[config.mk]
export PLATFORM = sky130hd
export DESIGN_NAME = uart_rx7
export DESIGN_NICKNAME = d
export VERILOG_FILES = /design/src/rtl/uart_rx7.sv
export SDC_FILE = /design/constraint.sdc
export NUM_CORES = 1
export LEC_CHECK = 0
export CORE_UTILIZATION = 40
export CTS_BUF_LIST = sky130_fd_sc_hd__clkbuf_4 sky130_fd_sc_hd__clkbuf_8 sky130_fd_sc_hd__clkbuf_16
export DETAILED_ROUTE_END_ITERATION = 10
export GPL_ROUTABILITY_DRIVEN = 0
export PLACE_DENSITY = 0.68
export SETUP_SLACK_MARGIN = 0.2
export SLEW_MARGIN = 20
export SYNTH_ARGS = -nofsm -noshare
export SYNTH_HDL_FRONTEND = slang
export SYNTH_SLANG_ARGS = --single-unit
[constraint.sdc]
create_clock -name i_clk -period 1.5 [get_ports i_clk]
set_input_delay 0.3 -clock i_clk [delete_from_list [all_inputs] [get_ports i_clk]]
set_output_delay 0.3 -clock i_clk [all_outputs]
set_load 0.005 [all_outputs]
[src/rtl/uart_rx7.sv]
// uart_rx7: 7-bit UART receiver (start, 7 data LSB first, parity slot, stop) with mid-bit sampling.
// Ports:
//    i_clk        - system clock, rising edge
//    i_rst        - asynchronous active-low reset
//    i_rxd        - asynchronous serial line, idle high
//    o_data       - last good received word, held until the next good frame
//    o_valid      - one-cycle pulse when o_data updates
//    o_frame_err  - one-cycle pulse when the stop bit samples low
//    o_parity_err - one-cycle pulse on even-parity mismatch (constant 0 without UART_RX7_PARITY_EN)
//    o_busy       - high whenever the receiver is not idle
// Build option: define UART_RX7_PARITY_EN to check even parity over the data bits.
module uart_rx7 #(
   parameter int CLKS_PER_BIT = 16,
   parameter int CNT_W        = 5
) (
   input  logic       i_clk,
   input  logic       i_rst,
   input  logic       i_rxd,
   output logic [6:0] o_data,
   output logic       o_valid,
   output logic       o_frame_err,
   output logic       o_parity_err,
   output logic       o_busy
);
   typedef enum logic [2:0] {IDLE, START, DATA, PARITY, STOP, WAIT_IDLE} state_t;
   localparam logic [CNT_W-1:0] HALF = CNT_W'(CLKS_PER_BIT / 2 - 1);
   localparam logic [CNT_W-1:0] FULL = CNT_W'(CLKS_PER_BIT - 1);
   state_t           state_q;
   logic [1:0]       sync_q;
   logic [CNT_W-1:0] timer_q;
   logic [2:0]       idx_q;
   logic [6:0]       shift_q;
   logic             perr_q;
   logic             rxs;
   logic             tick;
   assign rxs  = sync_q[1];
   assign tick = timer_q == FULL;
   always_ff @(posedge i_clk or negedge i_rst)
      if (!i_rst) begin
         state_q      <= IDLE;
         sync_q       <= 2'b11;
         timer_q      <= '0;
         idx_q        <= '0;
         shift_q      <= '0;
         perr_q       <= 1'b0;
         o_data       <= '0;
         o_valid      <= 1'b0;
         o_frame_err  <= 1'b0;
         o_parity_err <= 1'b0;
         o_busy       <= 1'b0;
      end else begin
         sync_q       <= {sync_q[0], i_rxd};
         o_valid      <= 1'b0;
         o_frame_err  <= 1'b0;
         o_parity_err <= 1'b0;
         timer_q      <= timer_q + 1'b1;
         case (state_q)
            IDLE: begin
               timer_q <= '0;
               if (!rxs) begin
                  state_q <= START;
                  o_busy  <= 1'b1;
               end
            end
            START:
               if (timer_q == HALF) begin
                  timer_q <= '0;
                  idx_q   <= '0;
                  // a start bit that is high again at mid-bit was a glitch
                  if (rxs) begin
                     state_q <= IDLE;
                     o_busy  <= 1'b0;
                  end else
                     state_q <= DATA;
               end
            DATA:
               if (tick) begin
                  timer_q <= '0;
                  // LSB arrives first, so after seven right shifts it sits in bit 0
                  shift_q <= {rxs, shift_q[6:1]};
                  idx_q   <= idx_q + 3'd1;
                  if (idx_q == 3'd6) state_q <= PARITY;
               end
            PARITY:
               if (tick) begin
                  timer_q <= '0;
`ifdef UART_RX7_PARITY_EN
                  perr_q  <= rxs ^ (^shift_q);
`endif
                  state_q <= STOP;
               end
            STOP:
               if (tick) begin
                  timer_q <= '0;
                  if (!rxs) begin
                     o_frame_err <= 1'b1;
                     state_q     <= WAIT_IDLE;
                  end else begin
                     o_busy  <= 1'b0;
                     state_q <= IDLE;
                     if (perr_q)
                        o_parity_err <= 1'b1;
                     else begin
                        o_valid <= 1'b1;
                        o_data  <= shift_q;
                     end
                  end
               end
            WAIT_IDLE: begin
               // hold off through a break so its low level is not taken as a start bit
               timer_q <= '0;
               if (rxs) begin
                  state_q <= IDLE;
                  o_busy  <= 1'b0;
               end
            end
            default: state_q <= IDLE;
         endcase
      end
endmodule

After elaboration in Yosys (flattened, before gate mapping)
Cells that the tools add are included.
Widths: inputs -> output; s select.

word-level totals
  bits of input ports = 3
  output and inout bits = 11
  register bits after elaboration = 31

operators by class
  bitwise logic cells = 1
  equal/unequal tests = 15
  muxes and demuxes = 32
  reduce and logical (&&, ||, !) cells = 10
  $add $sub $neg = 2

operator list
  kind                 count
  $mux 3               10
  $pmux 3 s6           1
  $mux 1               15
  $pmux 5 s3           1
  $ne 2x2->1 const B   7
  $mux 5               2
  $eq 3x3->1 const B   3
  $reduce_and 4->1     2
  $reduce_and 7->1     1
  $eq 3x2->1 const B   2
  $pmux 3 s2           1
  $add 5x1->5 const B  1
  $eq 5x3->1 const B   1
  $eq 5x4->1 const B   1
  $pmux 1 s4           1
  $reduce_bool 4->1    1
  $add 3x1->3 const B  1
  $eq 3x1->1 const B   1
  $logic_not 3->1      1
  $reduce_and 3->1     1
  $reduce_or 3->1      1
  $mux 2               1
  $reduce_and 2->1     1
  $reduce_bool 2->1    1
  2 further kinds      2

Longest topological paths before layout
  word-level depth = 4
  depth in mapped cells = 9

Least setup slack after synthesis
No wires, ideal clock.

  kind = reg2reg
  from = reg timer_q[0]
  to = reg state_q[0]
  data arrival time = 1557 ps
  period minus slack after synthesis = 1668 ps
  path buffers = 1
  slack = -168 ps
  setup time = 110 ps
  cell stages (with the launch flop) = 9
  cells stage by stage = dfrtp_1 > ha_1 > nand3_1 > inv_1 > ha_1 > buf_2 > nor4b_1 > o41ai_1 > o41ai_1

on the way
  longest elaborated chain between the ends = 3

RTL lines
  item                                      line    RTL
  start: declaration                        30      logic [CNT_W-1:0] timer_q;
  start signal: assignment                  56      timer_q <= timer_q + 1'b1;
  $eq 5x4->1 or $eq 5x3->1 (tied branches)  37, 66
  $ne 2x2->1 (no source line)               n/a
  $reduce_and 7->1 (no source line) *       n/a
  end signal: assignment                    40      state_q <= IDLE;
  end signal: assignment                    61      state_q <= START;
  end signal: assignment                    71      state_q <= IDLE;
  end: declaration                          28      state_t state_q;

Every way passes the cells marked *; elsewhere a longest branch is shown, timed or not.
A chain may end at the register's enable or synchronous reset.

Worst setup path in the final report
  from = reg timer_q[1]
  to = reg state_q[0]

Same word-level chain as after synthesis.

==> run_results.csv <==
group,metric,value,unit
clock_network,cts-htree-levels,1,
timing,finalCritPeriodShare,1.062,
yosys,synth_top_cells_by_area,"dfrtp_1, buf_4, ha_1, dfstp_2, nand2_1",
final_layout,nets,125,
final_layout,syn_to_final_growth,40.64,%
setup_path,crit_path_start,"timer_q[1]$_DFF_PN0_",
placed_design,placed_cells,133,
placed_design,io_buffer_count,4,
final_layout,n_antenna_cell,0,
global_route,overflow,0,
yosys,synth_edf_count,0,
yosys,yosysTopAreaCellShare,0.3631,
clock_network,cts-root-buf,"clkbuf_4",
setup_path,worstPathCellList,"ha_4, buf_6, and4bb_2, nor2_4, o41ai_4, o41ai_2",
timing,setup_tns,-0.5244,ns
yosys,synth_cell_type_count,35,
routing,drtAntennaViolNets,0,
yosys,synth-async-reset-ratio,1.000,
setup_path,cp.depth,6,
flow_run,maxCapViolations,0,
routing,first_pass_iters,4,
setup_path,reg2reg_depth,6,
timing,worst_clock_skew,0.01178,ns
floorplanning,die_h,49.33,um
timing,fin_crit,1.593,ns
routing,remaining_drc_errors,0,
power_and_ir_drop,p_per_area,1020,nW/um2
yosys,postSynthCellCount,93,
floorplanning,start_util,0.4387,
timing,hold_viol,0,
clock_network,clock_latency,0.29,ns
placed_design,dp_hpwl,1.165,mm
clock_network,cts_hold_buf,0,
setup_path,r2r_setup_slack,-0.09,ns
timing,rsz0062_at_grt,"true",
setup_path,crit_slowest_cell,"dfrtp_1",
yosys,synth_area,895.9,um2
power_and_ir_drop,p_leak,0.5429,nW
global_route,grt_max_degree,18,
clock_network,cts.sinks,15,
floorplanning,die_area,2433,um2
final_layout,fin_util,0.6170,
clock_network,numCtsBuffers,3,
timing,max_freq,627.7,MHz
floorplanning,ios,14,
timing,maxSlewViolCount,0,
global_route,grt_antenna_before_repair,0,
setup_path,critical_path_required,1.67,ns
hold_path,worstHoldPathType,"input pin to async pin",
clock_network,cts_tree,"built",
final_layout,finalNonFillerCells,143,
yosys,yosys_warnings,1,
setup_path,crit_path_end_kind,"flip-flop",
timing,slew_headroom,0.6721,
yosys,yosysTopAreaCell,"dfrtp_1",
global_route,grt_pass1_vias,680,
yosys,synth_area_per_cell,9.633,um2
routing,drt-vias-per-instance,5.056,
setup_path,critPathCapture,"state_q[0]$_DFFE_PN0P_",
setup_path,start_kind,"flip-flop",
clock_network,clkTransAtPathRegs,0.09,ns
yosys,ys_seq_elements,15,
floorplanning,core,2042,um2
yosys,ys.flop_type,"dfrtp_1",
setup_path,r2r_start,"timer_q[1]$_DFF_PN0_",
setup_path,slowest_delay,0.39,ns
setup_path,crit_fanout,3,
routing,drt_first_iter_violations,11,
setup_path,crit_family,"compound AO/OA/AOI/OAI gates",
routing,wl_per_cell,13.22,um
clock_network,clockBufferDepth,2,
global_route,groute.usage.overall,0.1717,
timing,fin_ws,-0.09311,ns
routing,vias,723,
setup_path,path_buf_inv,1,
outcome,status,"complete, but fails checks",
timing,tightest_slew,0.4852,ns
timing,setup_viol,9,
yosys,yosysSeqAreaShare,0.4218,
power_and_ir_drop,vdd_drop_max,618.3,uV
setup_path,arrival,1.77,ns
final_layout,drive_gt1_frac,0.4052,
setup_path,criticalPathCategory,"flip-flop to flip-flop",
floorplanning,die-width,49.33,um
setup_path,worst_r2r_endpoint,"state_q[0]$_DFFE_PN0P_",
floorplanning,num_rows,16,
global_route,grt_pass1_wl,3.077,mm
timing,timing.hold.ws,0.3086,ns
outcome,violations,"negative setup slack",
routing,wl,1.891,mm
## Yosys cell counts, types with 3 or more instances
| cell | instances |
|---|---|
| inv_1 | 4 |
| dfrtp_1 | 13 |
| clkbuf_1 | 3 |
| nand3_1 | 3 |
| o21ai_0 | 4 |
| nor2b_1 | 3 |
| nor2_1 | 6 |
| a21oi_1 | 4 |
| buf_4 | 10 |
| nand2_1 | 7 |
| ha_1 | 5 |
| o21ai_1 | 3 |
## sequential cells by signal, summed over array words and instances, names as in the netlist
signal	count
o_frame_err	1
state_q	3
sync_q	2
o_busy	1
timer_q	5
idx_q	3
## placed cells by master (no fill, tap or decap), types with 2 or more instances in the layout
master           netlist  layout
a21oi_1                4       3
buf_4                 10      16
buf_6                  0       5
clkbuf_4               0       4
clkdlybuf4s50_1        0       2
conb_1                 1       9
dfrtp_1               13      13
dfstp_2                2       2
dlygate4sd2_1          0       2
ha_1                   5       3
ha_4                   0       2
inv_1                  4       3
nand2_1                7       7
nand2b_1               2       2
nand3_1                3       2
nor2_1                 6       5
nor2_4                 0       2
nor2b_1                3       2
o21ai_1                3       6
## per-layer routing
layer / vias to the layer above / part of all wire / GRT usage
met5: - / 0 / 0
met4: 0 / 0.019 / 0.07353
met2: 15 / 0.52 / 0.2831
met3: 5 / 0.039 / 0.05607
li1: 356 / - / -
met1: 347 / 0.42 / 0.2019
## layout make-up
cell class	count	area, um2
Clock buffer	4	30.03
Tap cell	27	33.78
Fill cell	171	782.0
Inverter	4	17.52
Multi-Input combinational cell	68	586.8
Timing Repair Buffer	25	214.0
Sequential cell	15	377.9
## power by group
part | switching [mW] | internal [mW] | total, mW
logic | 0.261 | 0.273 | 0.534
clock network | 0.130 | 0.122 | 0.252
registers | 0.0424 | 0.457 | 0.499
## stage by stage
stage          power (mW)  instance area (um2)  setup slack (ns)
3_3_place_gp       0.8719                 1047           -0.1763
6_report            1.285                 1260          -0.09311
4_1_cts             1.190                 1157           -0.1017
2_1_floorplan      0.7424                958.4          -0.07534
3_5_place_dp       0.8836                 1047           -0.2716
5_1_grt             1.362                 1260           -0.2307
## cell families (layout without fill, tap and decap cells)
| logic type | count (synthesis) | in the layout | synth area share |
|---|---|---|---|
| DFF | 15 | 15 | 0.4218 |
| and+or+nand+nor | 33 | 33 | 0.2263 |
| buffers and inverters | 18 | 33 | 0.1187 |
| other | 1 | 9 | 0.004186 |
| muxes | 2 | 2 | 0.02374 |
| adders and majority gates | 5 | 5 | 0.06983 |
| xor gates and xnor gates | 2 | 2 | 0.01956 |
| AOI/OAI and AO/OA | 17 | 17 | 0.1159 |
## worst min-delay path by stage
| stage | from | to | slack, ns | depth (start not counted) |
|---|---|---|---|---|
| 6_report | i_rst | idx_q[2]$_DFFE_PN0P_ | 0.31 | 2 |
| 5_1_grt | i_rst | state_q[0]$_DFFE_PN0P_ | 0.32 | 2 |
| 4_1_cts | i_rst | idx_q[2]$_DFFE_PN0P_ | 0.33 | 2 |
| 3_5_place_dp | sync_q[0]$_DFF_PN1_ | sync_q[1]$_DFF_PN1_ | 0.35 | 0 |
| 3_3_place_gp | sync_q[0]$_DFF_PN1_ | sync_q[1]$_DFF_PN1_ | 0.35 | 0 |
| 2_1_floorplan | i_rst | idx_q[0]$_DFFE_PN0P_ | 0.004 | 0 |
## what timing repair did
action                     in CTS  in global routing
pin swaps                       7                  9
setup buffers                   2                  4
gates resized for setup        15                 16
setup endpoints to repair      15                 13
No activity file was read; power rests on OpenSTA's default activity.
